===== config.mk =====
export PLATFORM = sky130hd
export DESIGN_NAME = fifo_v3
export DESIGN_NICKNAME = d
export VERILOG_FILES = /design/src/rtl/fifo_v3.sv
export SDC_FILE = /design/constraint.sdc
export NUM_CORES = 1
export LEC_CHECK = 0
export CAP_MARGIN = 25
export CELL_PAD_IN_SITES_DETAIL_PLACEMENT = 1
export CELL_PAD_IN_SITES_GLOBAL_PLACEMENT = 1
export CORE_MARGIN = 2
export CORE_UTILIZATION = 25
export CTS_CLUSTER_SIZE = 28
export DETAILED_ROUTE_END_ITERATION = 12
export GPL_TIMING_DRIVEN = 0
export PLACE_DENSITY = 0.54
export SLEW_MARGIN = 20
export SYNTH_ARGS = -nofsm -noshare
export SYNTH_HDL_FRONTEND = slang
export SYNTH_SLANG_ARGS = --single-unit
export TNS_END_PERCENT = 100

===== constraint.sdc =====
create_clock -name clk_i -period 6.2 [get_ports clk_i]
set_clock_uncertainty 0.1 [all_clocks]
set_input_delay 0.93 -clock clk_i [delete_from_list [all_inputs] [get_ports clk_i]]
set_output_delay 0.93 -clock clk_i [all_outputs]
set_load 0.01 [all_outputs]

===== src/rtl/fifo_v3.sv =====
// fifo_v3: synchronous FIFO built on a register array. It has an optional fall-through
// bypass and a DEPTH=0 pass-through mode.
//
// Parameters
//   FALL_THROUGH : 1 -> a push into an empty FIFO shows up on data_o in the same cycle
//   DATA_WIDTH   : element width when dtype is left at its default
//   DEPTH        : number of storage entries; 0 selects combinational pass-through
//   dtype        : element type (any packed type, including packed structs)
//
// Ports
//   clk_i      : clock; all state updates on the rising edge
//   rst_ni     : synchronous active-low reset (pointers and count only)
//   flush_i    : synchronous clear; overrides push/pop in the same cycle
//   testmode_i : accepted and ignored
//   full_o     : DEPTH entries stored
//   empty_o    : nothing available on data_o
//   usage_o    : stored-entry count, truncated to ADDR_DEPTH bits
//   data_i     : write data
//   push_i     : write request (dropped when full)
//   data_o     : head element, combinational read
//   pop_i      : read request (ignored when empty)
module fifo_v3 #(
    parameter bit           FALL_THROUGH = 1'b0,
    parameter int unsigned  DATA_WIDTH   = 32,
    parameter int unsigned  DEPTH        = 8,
    parameter type          dtype        = logic [DATA_WIDTH-1:0],
    localparam int unsigned ADDR_DEPTH   = (DEPTH > 1) ? $clog2(DEPTH) : 1
) (
    input  logic                  clk_i,
    input  logic                  rst_ni,
    input  logic                  flush_i,
    input  logic                  testmode_i,
    output logic                  full_o,
    output logic                  empty_o,
    output logic [ADDR_DEPTH-1:0] usage_o,
    input  dtype                  data_i,
    input  logic                  push_i,
    output dtype                  data_o,
    input  logic                  pop_i
);

    logic unused_testmode;
    assign unused_testmode = testmode_i;

    if (DEPTH == 0) begin : gen_pass_through
        // No storage: the producer talks straight to the consumer.
        assign data_o  = data_i;
        assign empty_o = ~push_i;
        assign full_o  = ~pop_i;
        assign usage_o = '0;

        logic unused_pass_through;
        assign unused_pass_through = ^{clk_i, rst_ni, flush_i};
    end else begin : gen_fifo
        localparam int unsigned               CntWidth  = ADDR_DEPTH + 1;
        localparam logic [ADDR_DEPTH-1:0]     LastAddr  = ADDR_DEPTH'(DEPTH - 1);
        localparam logic [CntWidth-1:0]       FullCount = CntWidth'(DEPTH);

        logic [ADDR_DEPTH-1:0] read_ptr_q, read_ptr_d;
        logic [ADDR_DEPTH-1:0] write_ptr_q, write_ptr_d;
        logic [CntWidth-1:0]   status_cnt_q, status_cnt_d;
        dtype                  mem_q [DEPTH];

        logic stored_empty;
        logic stored_full;
        logic bypass;
        logic push_ok;
        logic pop_ok;
        logic mem_we;

        // Pointers wrap explicitly so non-power-of-two depths stay in range.
        function automatic logic [ADDR_DEPTH-1:0] next_ptr(input logic [ADDR_DEPTH-1:0] ptr);
            return (ptr == LastAddr) ? '0 : ptr + 1'b1;
        endfunction

        assign stored_empty = (status_cnt_q == '0);
        assign stored_full  = (status_cnt_q == FullCount);
        // Fall-through: an empty FIFO presents the incoming element directly.
        assign bypass       = FALL_THROUGH && stored_empty && push_i;
        assign push_ok      = push_i && !stored_full;
        assign pop_ok       = pop_i && !stored_empty;

        // Next-state logic for pointers, count and memory write enable.
        always_comb begin
            read_ptr_d   = read_ptr_q;
            write_ptr_d  = write_ptr_q;
            status_cnt_d = status_cnt_q;
            mem_we       = 1'b0;

            if (bypass && pop_i) begin
                // Element is consumed in the cycle it arrives; nothing is stored.
            end else begin
                if (push_ok) begin
                    mem_we      = 1'b1;
                    write_ptr_d = next_ptr(write_ptr_q);
                end
                if (pop_ok) begin
                    read_ptr_d = next_ptr(read_ptr_q);
                end
                case ({push_ok, pop_ok})
                    2'b10:   status_cnt_d = status_cnt_q + 1'b1;
                    2'b01:   status_cnt_d = status_cnt_q - 1'b1;
                    default: status_cnt_d = status_cnt_q;
                endcase
            end

            if (flush_i) begin
                read_ptr_d   = '0;
                write_ptr_d  = '0;
                status_cnt_d = '0;
                mem_we       = 1'b0;
            end
        end

        // Outputs.
        always_comb begin
            full_o  = stored_full;
            empty_o = stored_empty && !bypass;
            usage_o = status_cnt_q[ADDR_DEPTH-1:0];
            data_o  = bypass ? data_i : mem_q[read_ptr_q];
        end

        always_ff @(posedge clk_i) begin
            if (!rst_ni) begin
                read_ptr_q   <= '0;
                write_ptr_q  <= '0;
                status_cnt_q <= '0;
            end else begin
                read_ptr_q   <= read_ptr_d;
                write_ptr_q  <= write_ptr_d;
                status_cnt_q <= status_cnt_d;
            end
        end

        // Storage is not reset; the count alone decides what is valid.
        always_ff @(posedge clk_i) begin
            if (mem_we) begin
                mem_q[write_ptr_q] <= data_i;
            end
        end
    end

`ifndef SYNTHESIS
    initial begin
        if (DEPTH > 0 && DATA_WIDTH == 0) begin
            $fatal(1, "fifo_v3: DATA_WIDTH must be non-zero when DEPTH > 0");
        end
    end
`endif

endmodule


==> run metrics <==
outcome finished, final reports clean; fin crit share 0.695; top cell type by total area after synthesis edfxtp_1; EDFF count, synth 256; initial antenna violation count 3; number of cell rows 74; TritonRoute pass-1 iters 4; CTS tree done; final instance area around 13000 µm²; Comb pwr share 0.041; Layout area overhead 26.2%; switching pwr 0.743 mW; Slew headroom 0.340; Int Pwr between 3 and 4 mW; clock-pin slew on the worst setup and hold paths about 60 ps; Pleak approximately 4.0 nW; die area about 43000 µm²; CTS Sinks ~270; CP Class flop to output pin; Async S/R FF share, synth 0; ANT nets after route 0; vias in the first global route 5604; Flop pwr share 0.521; DP Cell Count roughly 1100; CP max FO 10; Root Driver clkbuf_16; hold buffers post-CTS 0; post-layout min period around 4300 ps; Routed WL roughly 24 mm; Yosys cell types 30; PD cells about 300 nW/µm²; count leader, synth edfxtp_1; Die W 207 µm; CP startpoint kind flop; Clock power frac 0.437; first-pass GRT wire length about 36 mm; CTS max path bufs 3; Seq/Total Area, Yosys 0.770; Synth Warn # 0; Gate Count Post-Synth approximately 460; top cells by area, synth edfxtp_1, mux4_2, mux2_2; Global Route Usage Sum 0.112; setup ws final roughly 1900 ps; worst min path class flop to flop; final hold violation count 0; Post-CTS Resized 0; Worst-Skew Late Latency ~530 ps; syn_nets around 500; global route total overflow 0; WL/cell roughly 21 µm; Core ar. between 40000 and 50000 µm²; Die Y-Extent 207 µm; synthesized flop and latch total between 200 and 300; Port Buffers 73; Final Slew Violations 0; DRC 0; share of the synthesized area in the top cell type 0.745; Mean Syn Cell Area about 23 µm²; fin cells 1135; setup TNS 0 ps; Max Fclk about 230 MHz; layout cell share with drive strength beyond 1 0.296; Via Count a little under 5000; arrival time worst endpoint 3280 ps; Post-Syn Area 10300 µm²; Clock H-tree levels 1; Critical Path Sink Type output pin; TritonCTS buffer count 29; Boundary Pins 75; vias per cell 4.31; synth cell count leaders edfxtp_1, mux4_2, mux2_2; Placed Area 12100 µm²; Iter 0 DRT Violations 307; post-detail-place hpwl 16.0 mm; switching share of power 0.193; largest net degree at the start of global routing 18; Final GP Congestion about 0.68; max-cap viol count 0; RSZ-0062 raised after global routing false; top_reg_cell synth edfxtp_1; Slew @ Worst Pin ~990 ps; dpl ws 2390 ps; maximum vdd ir drop 0.000209 V; Critical Path RT ~5200 ps; Final setup viols 0; Starting Density 0.253; Layout Nets about 630; Setup Buffers After CTS 0
-- metal layers --
metal	vias up	part of all wire	GRT usage
li1	2158	-	-
met2	108	0.50	0.187
met4	6	0.019	0.0273
met3	41	0.048	0.0256
met1	2580	0.44	0.148
met5	-	0.0018	0
-- final timing paths --
check                      endpoint  cells past startpoint  slack, ps                     start
min reg2reg  gen_fifo.read_ptr_q[1]                      2        400    gen_fifo.read_ptr_q[1]
min          gen_fifo.read_ptr_q[1]                      2        400    gen_fifo.read_ptr_q[1]
max                      data_o[12]                      5       1890                      flop
max reg2reg   gen_fifo.mem_q[1][23]                      7       3330  gen_fifo.status_cnt_q[1]
-- per-stage QoR --
| step | util | hold WS [ps] | power (mW) |
|---|---|---|---|
| 6_report | 0.319 | 399 | 3.85 |
| 5_1_grt | 0.319 | 443 | 3.98 |
| 4_1_cts | 0.319 | 410 | 3.91 |
| 3_5_place_dp | 0.296 | 401 | 2.21 |
| 3_3_place_gp | 0.287 | 374 | 2.20 |
| 2_1_floorplan | - | 350 | 2.12 |
-- registers in the layout, summed over array words and instances, names as in the netlist, named ones only --
register               count
gen_fifo.mem_q           256
gen_fifo.write_ptr_q       3
gen_fifo.read_ptr_q        3
gen_fifo.status_cnt_q      4
-- kinds of logic (layout without fill, tap and decap cells) --
group | after synthesis | after routing | synth area share
other | 0 | 1 | 0
adders and majority gates | 6 | 6 | 0.00727
xor gates and xnor gates | 1 | 1 | 0.000849
buffers and inverters | 27 | 171 | 0.0125
and+or+nand+nor | 41 | 41 | 0.0211
AOI/OAI and AO/OA | 12 | 12 | 0.00800
DFF | 269 | 269 | 0.770
muxes | 102 | 102 | 0.180
-- worst max-delay path: stages (launching register included) --
cell             delay (ps)
dfxtp_1                 310
clkbuf_1                430
clkbuf_1                800
mux4_2                  410
mux2_2                  300
clkdlybuf4s50_1         490
-- power groups by stage --
stage	sequential, mW	combinational [mW]	clock (mW)
5_1_grt	2.01	0.175	1.80
3_3_place_gp	2.05	0.151	0
4_1_cts	2.01	0.165	1.74
6_report	2.01	0.160	1.69
3_5_place_dp	2.05	0.164	0
2_1_floorplan	2.05	0.0678	0
-- placed cells by master (no fill, tap or decap), types with 2 or more instances in the layout --
cell type,Yosys,final
a21oi_1,7,7
buf_12,0,4
buf_16,0,4
buf_2,7,7
buf_4,3,7
buf_6,1,7
buf_8,0,2
bufinv_16,0,4
clkbuf_1,11,19
clkbuf_16,0,29
clkdlybuf4s50_1,0,73
clkinv_1,0,5
clkinvlp_4,0,2
dfxtp_1,13,13
edfxtp_1,256,256
ha_1,6,6
inv_1,4,4
inv_6,0,2
mux2_2,32,32
mux2i_1,6,6
mux4_2,64,64
nand2_1,9,9
nand2b_1,5,5
nand3b_1,2,2
nor2_1,11,5
nor2_4,0,6
nor3_2,0,2
or3_1,4,4
or3b_2,3,3
-- cell type report --
class                   instances  area, µm²
inverters                       4       15.0
plain buffers                  23        114
well taps                     532        666
multi-input cells             162       2300
clock inverters                14        176
flip-flops and latches        269       7950
diodes                          1       2.50
fillers                      4036      27800
repair buffers                 93       1050
clock buffers                  37        756
No activity file was read; power rests on OpenSTA's default activity.
